$ cat config.mk
export PLATFORM = sky130hd
export DESIGN_NAME = timer_sequencer
export DESIGN_NICKNAME = d
export VERILOG_FILES = /design/src/rtl/timer_sequencer_pkg.sv /design/src/rtl/timer_watchdog.sv /design/src/rtl/timer_sequencer.sv
export SDC_FILE = /design/constraint.sdc
export NUM_CORES = 1
export LEC_CHECK = 0
export BUFFER_PORTS_ARGS = -buffer_cell sky130_fd_sc_hd__buf_2
export CAP_MARGIN = 20
export CORE_ASPECT_RATIO = 0.75
export CORE_MARGIN = 2
export CORE_UTILIZATION = 35
export DETAILED_ROUTE_END_ITERATION = 7
export PLACE_DENSITY = 0.58
export SYNTH_ARGS = -nofsm -noshare
export SYNTH_HDL_FRONTEND = slang
export SYNTH_SLANG_ARGS = --single-unit
$ cat constraint.sdc
create_clock -name clk -period 4.85 [get_ports clk]
set_input_delay 0.485 -clock clk [delete_from_list [all_inputs] [get_ports clk]]
set_output_delay 0.485 -clock clk [all_outputs]
set_load 0.03 [all_outputs]
$ cat src/rtl/timer_sequencer_pkg.sv
// Shared definitions for the COCO timer sequencer: register map, CTRL layout,
// sequencer states and the command/bus payload types.
package timer_sequencer_pkg;

    localparam int unsigned DATA_W = 32;
    localparam int unsigned ADDR_W = 2;
    localparam int unsigned MODE_W = 2;

    localparam logic [ADDR_W-1:0] ADDR_CTRL   = 2'b00;
    localparam logic [ADDR_W-1:0] ADDR_PRESET = 2'b01;
    localparam logic [ADDR_W-1:0] ADDR_COUNT  = 2'b10;

    localparam int unsigned CTRL_EN       = 0;
    localparam int unsigned CTRL_MODE_LSB = 1;
    localparam int unsigned CTRL_IM       = 3;

    typedef enum logic [2:0] {
        ST_IDLE,
        ST_WR_PRESET,
        ST_WR_CTRL,
        ST_WAIT_IRQ,
        ST_RD_COUNT,
        ST_DISABLE,
        ST_RESP
    } state_t;

    typedef struct packed {
        logic [DATA_W-1:0] preset;
        logic [MODE_W-1:0] mode;
        logic              wait_irq;
    } cmd_t;

    typedef struct packed {
        logic [ADDR_W-1:0] addr;
        logic              we;
        logic [DATA_W-1:0] wdata;
    } bus_t;

    // CTRL word that starts the timer with its interrupt enabled
    function automatic logic [DATA_W-1:0] ctrl_word(input logic [MODE_W-1:0] mode);
        logic [DATA_W-1:0] w;
        w = '0;
        w[CTRL_EN] = 1'b1;
        w[CTRL_MODE_LSB +: MODE_W] = mode;
        w[CTRL_IM] = 1'b1;
        return w;
    endfunction

    // Timer bus access implied by a sequencer state
    function automatic bus_t bus_decode(input state_t st, input cmd_t c);
        bus_t b;
        b.addr  = ADDR_CTRL;
        b.we    = 1'b0;
        b.wdata = '0;
        case (st)
            ST_WR_PRESET: begin
                b.addr  = ADDR_PRESET;
                b.we    = 1'b1;
                b.wdata = c.preset;
            end
            ST_WR_CTRL: begin
                b.we    = 1'b1;
                b.wdata = ctrl_word(c.mode);
            end
            ST_RD_COUNT: b.addr = ADDR_COUNT;
            ST_DISABLE:  b.we   = 1'b1;
            default: ;
        endcase
        return b;
    endfunction

endpackage

$ cat src/rtl/timer_watchdog.sv
// Cycle counter for the IRQ wait; flags the last permitted cycle.
module timer_watchdog #(
    parameter int unsigned TIMEOUT_CYC = 1000
) (
    input  logic clk,
    input  logic reset,
    input  logic clr,
    input  logic en,
    output logic expire_c
);

    localparam int unsigned CNT_W = (TIMEOUT_CYC > 1) ? $clog2(TIMEOUT_CYC) : 1;

    logic [CNT_W-1:0] count;

    always_ff @(posedge clk or posedge reset) begin
        if (reset) begin
            count <= '0;
        end else if (clr) begin
            count <= '0;
        end else if (en) begin
            count <= count + CNT_W'(1);
        end
    end

    assign expire_c = en && (count == CNT_W'(TIMEOUT_CYC - 1));

endmodule

$ cat src/rtl/timer_sequencer.sv
// Runs the PRESET/CTRL/wait/COUNT/disable register sequence on the COCO timer
// for one command and returns a single response.
module timer_sequencer
    import timer_sequencer_pkg::*;
#(
    parameter int unsigned TIMEOUT_CYC = 1000
) (
    input  logic              clk,
    input  logic              reset,
    input  logic              cmd_valid,
    output logic              cmd_ready,
    input  logic [DATA_W-1:0] cmd_preset,
    input  logic [MODE_W-1:0] cmd_mode,
    input  logic              cmd_wait,
    input  logic              abort,
    output logic              rsp_valid,
    input  logic              rsp_ready,
    output logic [DATA_W-1:0] rsp_count,
    output logic              rsp_timeout,
    output logic [ADDR_W-1:0] tmr_addr,
    output logic              tmr_we,
    output logic [DATA_W-1:0] tmr_wdata,
    input  logic [DATA_W-1:0] tmr_rdata,
    input  logic              tmr_irq
);

    state_t            state, state_next;
    cmd_t              cmd, cmd_next;
    logic              aborted, aborted_next;
    logic [DATA_W-1:0] count_next;
    logic              timeout_next;
    bus_t              bus_next;
    logic              accept;
    logic              in_wait;
    logic              wd_expire;

    assign accept  = cmd_valid & cmd_ready;
    assign in_wait = (state == ST_WAIT_IRQ);

    timer_watchdog #(
        .TIMEOUT_CYC(TIMEOUT_CYC)
    ) u_watchdog (
        .clk     (clk),
        .reset   (reset),
        .clr     (~in_wait),
        .en      (in_wait),
        .expire_c(wd_expire)
    );

    // Next state, response capture and the bus access of the next state
    always_comb begin
        state_next   = state;
        aborted_next = aborted;
        count_next   = rsp_count;
        timeout_next = rsp_timeout;
        cmd_next     = cmd;
        if (accept) begin
            cmd_next = '{preset: cmd_preset, mode: cmd_mode, wait_irq: cmd_wait};
        end
        case (state)
            ST_IDLE: begin
                if (accept) begin
                    state_next   = ST_WR_PRESET;
                    aborted_next = 1'b0;
                end
            end
            ST_WR_PRESET: begin
                state_next = ST_WR_CTRL;
                if (abort) begin
                    state_next   = ST_DISABLE;
                    aborted_next = 1'b1;
                end
            end
            ST_WR_CTRL: begin
                if (abort) begin
                    state_next   = ST_DISABLE;
                    aborted_next = 1'b1;
                end else if (cmd.wait_irq) begin
                    state_next = ST_WAIT_IRQ;
                end else begin
                    state_next   = ST_RESP;
                    count_next   = cmd.preset;
                    timeout_next = 1'b0;
                end
            end
            ST_WAIT_IRQ: begin
                // Priority: abort, then IRQ, then watchdog
                if (abort) begin
                    state_next   = ST_DISABLE;
                    aborted_next = 1'b1;
                end else if (tmr_irq) begin
                    state_next   = ST_RD_COUNT;
                    timeout_next = 1'b0;
                end else if (wd_expire) begin
                    state_next   = ST_RD_COUNT;
                    timeout_next = 1'b1;
                end
            end
            ST_RD_COUNT: begin
                state_next = ST_DISABLE;
                if (abort) begin
                    aborted_next = 1'b1;
                end else begin
                    count_next = tmr_rdata;
                end
            end
            ST_DISABLE: begin
                state_next = aborted ? ST_IDLE : ST_RESP;
            end
            ST_RESP: begin
                if (rsp_ready) begin
                    state_next = ST_IDLE;
                end
            end
            default: state_next = ST_IDLE;
        endcase
        bus_next = bus_decode(state_next, cmd_next);
    end

    always_ff @(posedge clk or posedge reset) begin
        if (reset) begin
            state       <= ST_IDLE;
            cmd         <= '0;
            aborted     <= 1'b0;
            cmd_ready   <= 1'b1;
            rsp_valid   <= 1'b0;
            rsp_count   <= '0;
            rsp_timeout <= 1'b0;
            tmr_addr    <= ADDR_CTRL;
            tmr_we      <= 1'b0;
            tmr_wdata   <= '0;
        end else begin
            state       <= state_next;
            cmd         <= cmd_next;
            aborted     <= aborted_next;
            cmd_ready   <= (state_next == ST_IDLE);
            rsp_valid   <= (state_next == ST_RESP);
            rsp_count   <= count_next;
            rsp_timeout <= timeout_next;
            tmr_addr    <= bus_next.addr;
            tmr_we      <= bus_next.we;
            tmr_wdata   <= bus_next.wdata;
        end
    end

endmodule

After elaboration in Yosys (flattened, before gate mapping)
Cells that the tools add are included.
{ "word_totals": {"reg_bits": 119, "input_bits": 73} }
{ "op_classes": {"add_sub_neg": 1, "n_eq_ne": 19, "n_mux": 28, "n_bitwise": 1, "reduce_logical": 11} }
{ "op_table": {"columns": ["op", "count"], "rows": [
  ["case mux 32 bit (2 select lines)", 2],
  ["two-way mux 32 bit", 3],
  ["two-way mux 35 bit", 1],
  ["two-way mux 3 bit", 9],
  ["case mux 3 bit (7 select lines)", 1],
  ["== test 3 bit (second input constant)", 6],
  ["adder 10 x 1 -> 10 bit (second input constant)", 1],
  ["== test 10 bit (second input constant)", 1],
  ["two-way mux 10 bit", 1],
  ["!= test 2 bit (second input constant)", 5],
  ["== test 3 x 2 -> 1 bit (second input constant)", 3],
  ["two-way mux 1 bit", 8],
  ["== test 3 x 1 -> 1 bit (second input constant)", 2],
  ["zero test 3 bit", 2],
  ["nonzero test 2 bit", 3],
  ["AND reduction 5 bit", 1],
  ["case mux 1 bit (2 select lines)", 2],
  ["case mux 2 bit (2 select lines)", 1],
  ["AND reduction 4 bit", 1],
  ["OR reduction 4 bit", 1],
  ["!= test 3 bit (second input constant)", 1],
  ["AND reduction 3 bit", 1],
  ["OR reduction 3 bit", 1],
  ["!= test 2 x 1 -> 1 bit (second input constant)", 1],
  ["other kinds (2)", 2]
]} }

Longest topological paths before layout
{ "logic_depth": {"ltp_word": 9, "depth_mapped": 6} }

Hierarchy
From an unflattened synthesis, not the netlist that was laid out.
{ "unflattened": {"cells_unflattened": 470, "hier_area_um2": 4765.8} }
{ "by_module_without_submodules": {"columns": ["mod", "n_inst", "cells_each", "area_each_um2", "seq_area_each_um2"], "rows": [
  ["timer_sequencer", 1, 419, 4260.3, 2728.9],
  ["timer_watchdog", 1, 51, 505.5, 250.2]
]} }

Worst setup path before layout
No wires, ideal clock.
{ "synth_timing": {"path_type": "reg2reg", "start": "reg cmd_ready", "end": "reg cmd[10] (netlist bit)", "setup_time_ns": 0.065, "t_arrival_ns": 1.442, "required_time_ns": 4.785, "path_slack_ns": 3.342, "stages_incl_launch_ff": 7, "n_path_buf": 3, "path_cell_list": "dfstp_2 -> and2_1 -> buf_2 -> clkbuf_1 -> buf_2 -> nand2_1 -> nand2_1"} }
{ "synth_rtl": {"columns": ["item", "line_no", "rtl"], "rows": [
  ["from (decl)", "timer_sequencer.sv:11", "output logic cmd_ready,"],
  ["from (signal assigned)", "timer_sequencer.sv:136", "cmd_ready <= (state_next == ST_IDLE);"],
  ["to (signal assigned)", "timer_sequencer.sv:134", "cmd <= cmd_next;"],
  ["to (decl)", "timer_sequencer.sv:28", "cmd_t cmd, cmd_next;"]
]} }

Worst setup path after layout
{ "layout_timing": {"start": "reg state[1]", "end": "reg rsp_count[10]"} }
{ "layout_between": {"elab_chain_len": 3, "elab_cells_between_ends": 8} }
{ "layout_rtl": {"columns": ["item", "line_no", "rtl"], "rows": [
  ["from (decl)", "timer_sequencer.sv:27", "state_t state, state_next;"],
  ["from (signal assigned)", "timer_sequencer.sv:133", "state <= state_next;"],
  ["== test 3 x 2 -> 1 bit or == test 3 bit (tied branches)", "timer_sequencer.sv:60", "case (state)"],
  ["!= test 2 bit (no line) or nonzero test 2 bit (tied branches)", null, null],
  ["AND reduction 4 bit (no line)", null, null],
  ["to (signal assigned)", "timer_sequencer.sv:138", "rsp_count <= count_next;"],
  ["to (decl)", "timer_sequencer.sv:18", "output logic [DATA_W-1:0] rsp_count,"]
]} }
Several ways; a longest one is shown, not always the timed one.
A chain may end at the register's enable or synchronous reset.

==> impl_metrics.py <==
metrics = {
    "run_status": {
        "status": "finished clean",
    },
    "synthesis": {
        "ys_seq_area_share_pct": 60.8,
        "yosys.cell_types.count": 50,
        "synth_commonest_cells": "nand2_1 (144), dfrtp_1 (118), mux2i_1 (34)",
        "synth_nets": 537,
        "ys_ff_latch": 119,
        "netlist_area_sq_um": 4900,
        "ys_warn_count": 0,
        "ys.flop_type": "dfrtp_1",
        "synth_cells": 463,
        "yosysTopAreaCell": "dfrtp_1",
        "synth_most_common_cell": "nand2_1",
        "syn-mean-instance-area_sq_um": 10.6,
        "synth_edf_count": 0,
        "synthArstFlopShare_pct": 100,
        "netlist_top_cells_area": "dfrtp_1 (60%), nand2_1 (11%), mux2i_1 (6.9%), and3_1 (3.6%), o21ai_1 (3.2%)",
        "synth_top_area_share_pct": 60.3,
    },
    "die": {
        "die_w_um": 141,
        "rows": 37,
        "ios": 143,
        "die_area_sq_um": 15000,
        "die_h_um": 106,
        "start_util_pct": 35.7,
        "fp.coreArea_sq_um": 13700,
    },
    "cts": {
        "ctsHoldBuffers": 0,
        "clk_latency_ns": 0.41,
        "cts_tree": "built",
        "htreeDepth": 4,
        "clk_path_buf_depth": 2,
        "clk_pin_slew_ns": 0.06,
        "cts_sinks": 119,
        "cts.repair.resized": 0,
        "cts_made_buffers": 17,
        "post-cts-setup-buffers": 0,
        "root_buffer": "clkbuf_16",
    },
    "global_route": {
        "grt_use_met1_pct": 23.1,
        "grt_antenna_before_repair": 0,
        "grt_pass1_wl_mm": 19.8,
        "globalRouteOverflowTotal": 0,
        "use_met2_pct": 26.3,
        "grt_pass1_vias": 3834,
        "grt_busiest_layer": "met2",
        "grt_max_degree": 70,
        "grt_use_met3_pct": 5.41,
        "grt_use_total_pct": 17.0,
    },
    "setup_path": {
        "end_kind": "flip-flop",
        "crit_type": "reg -> reg",
        "cp.required_ns": 5.12,
        "cp_data_arrival_time_ns": 2.39,
        "worstSetupStartpointType": "flip-flop",
        "worstPathMaxFanout": 40,
    },
    "sta": {
        "fin_setup_tns_ns": 0,
        "rsz0062_at_grt": "no",
        "max_freq_mhz": 471,
        "finalCritPeriodShare_pct": 43.7,
        "finalCriticalPeriod_ns": 2.12,
        "clock_skew_ns": 0.00921,
        "slew_headroom_pct": 42.1,
        "hold_violations": 0,
        "finalMaxSlewViolations": 0,
        "setup_viol_count_final": 0,
        "max_slew.worst_pin.slew_ns": 0.864,
    },
    "final_layout": {
        "area_growth_pct": 29.1,
        "diodes": 0,
        "register_area_sq_um": 2980,
        "drive_above_1_share_pct": 31.5,
        "fin_area_sq_um": 6320,
        "nets": 676,
        "multi_input_area_sq_um": 1770,
        "fillers": 1303,
    },
    "power_and_ir_drop": {
        "p_leak_nw": 3.38,
        "power_density_nw_per_um2": 646,
        "peakVddDrop_uv": 336,
    },
    "job": {
        "maxCapViolations": 0,
    },
    "place": {
        "hpwlAfterDp_mm": 8.27,
        "gp_congestion": 0.802,
        "numPortBuffers": 142,
        "place_area_sq_um": 5730,
    },
    "hold_path": {
        "hold_path_class": "in -> async",
    },
    "route": {
        "wire_per_inst_um": 15.5,
        "drc": 0,
        "wirelength_mm": 12.2,
        "ant_nets": 0,
        "viasPerCell": 4.76,
        "drtIter0Drc": 172,
        "vias": 3761,
        "dr.pass1.iters": 4,
    },
}
==> cells in the final DEF, fill, tap and decap left out, types with 3 or more instances in the layout <==
cell / count
o21ai_0: 6
xnor2_1: 4
nor3_1: 3
and2_1: 3
buf_2: 142
buf_4: 5
dfrtp_1: 118
nor2_1: 9
clkinv_2: 4
clkinv_4: 3
clkbuf_16: 17
a21oi_1: 6
nand2_1: 144
mux2i_1: 34
and3_1: 28
o21ai_1: 31
nand3_1: 4
inv_6: 4
nor2b_1: 4
==> worst max-delay path, stage by stage, from the launching register on <==
cell,delay [ns]
dfrtp_1,0.56
nor3b_1,0.26
o21ai_4,0.53
buf_4,0.47
o21ai_0,0.15
==> kinds of logic (layout without fill, tap and decap cells) <==
group / count (synthesis) / count (layout) / share of synthesized area, %
multiplexers: 35 / 35 / 7.18
XOR/XNOR: 6 / 6 / 1.07
flip-flops: 119 / 119 / 60.8
AO/OA/AOI/OAI: 57 / 57 / 7.10
adder cells (fa/ha/maj): 1 / 1 / 0.255
buffers and inverters: 31 / 183 / 3.42
AND/OR/NAND/NOR: 214 / 214 / 20.2
==> layer usage <==
metal  vias up  wire (um)
li1       1826          -
met2       106       5420
met1      1816       5910
met4         0         97
met5         -          0
met3        13        815
==> registers in the layout (all words and copies together), names as in the netlist <==
signal and cells:
aborted 1, cmd 35, cmd_ready 1, rsp_count 32
rsp_timeout 1, rsp_valid 1, state 3, tmr_addr 2
tmr_wdata 32, tmr_we 1, u_watchdog.count 10
==> report_power, final <==
part           internal (mW)  switching, mW  leakage (nW)
Sequential              1.30          0.219          1.55
Combinational          0.475          0.893          1.54
Clock                  0.736          0.460         0.284
Total                   2.51           1.57          3.38
==> through the flow <==
stage / instances / hold WS [ns] / power, mW / worst slack (ns) / utilization, %
3_5_place_dp: 757 / 0.462 / 2.91 / 2.70 / 41.8
6_report: 790 / 0.252 / 4.09 / 2.73 / 46.1
3_3_place_gp: 757 / 0.460 / 2.87 / 2.72 / 41.8
5_1_grt: 790 / 0.258 / 4.34 / 2.55 / 46.1
2_1_floorplan: 463 / 0.441 / 2.53 / 1.21 / -
4_1_cts: 789 / 0.248 / 4.13 / 2.73 / 46.0
==> area by class of cell <==
type / instances / area share, %
clock inverters: 13 / 1.88
repair buffers: 148 / 12.2
well taps: 175 / 3.46
multi-input cells: 313 / 28.0
clock buffers: 19 / 7.16
flip-flops and latches: 119 / 47.1
inverters: 3 / 0.218
==> path summary, 6_finish.rpt <==
kind / from / endpoint / slack (ns) / cells past startpoint
worst max-delay path: state[1] / rsp_count[10] / 2.73 / 4
worst min-delay path: reset / rsp_count[25] / 0.25 / 2
worst max register to register: state[1] / rsp_count[10] / 2.73 / 4
worst min register to register: cmd[34] / cmd[34] / 0.47 / 2
max in group asynchronous: reset / cmd[19] / 3.42 / 3
min in group clk: cmd_wait / cmd[0] / 0.27 / 3
Note: power is estimated with default switching activity, not from simulation.
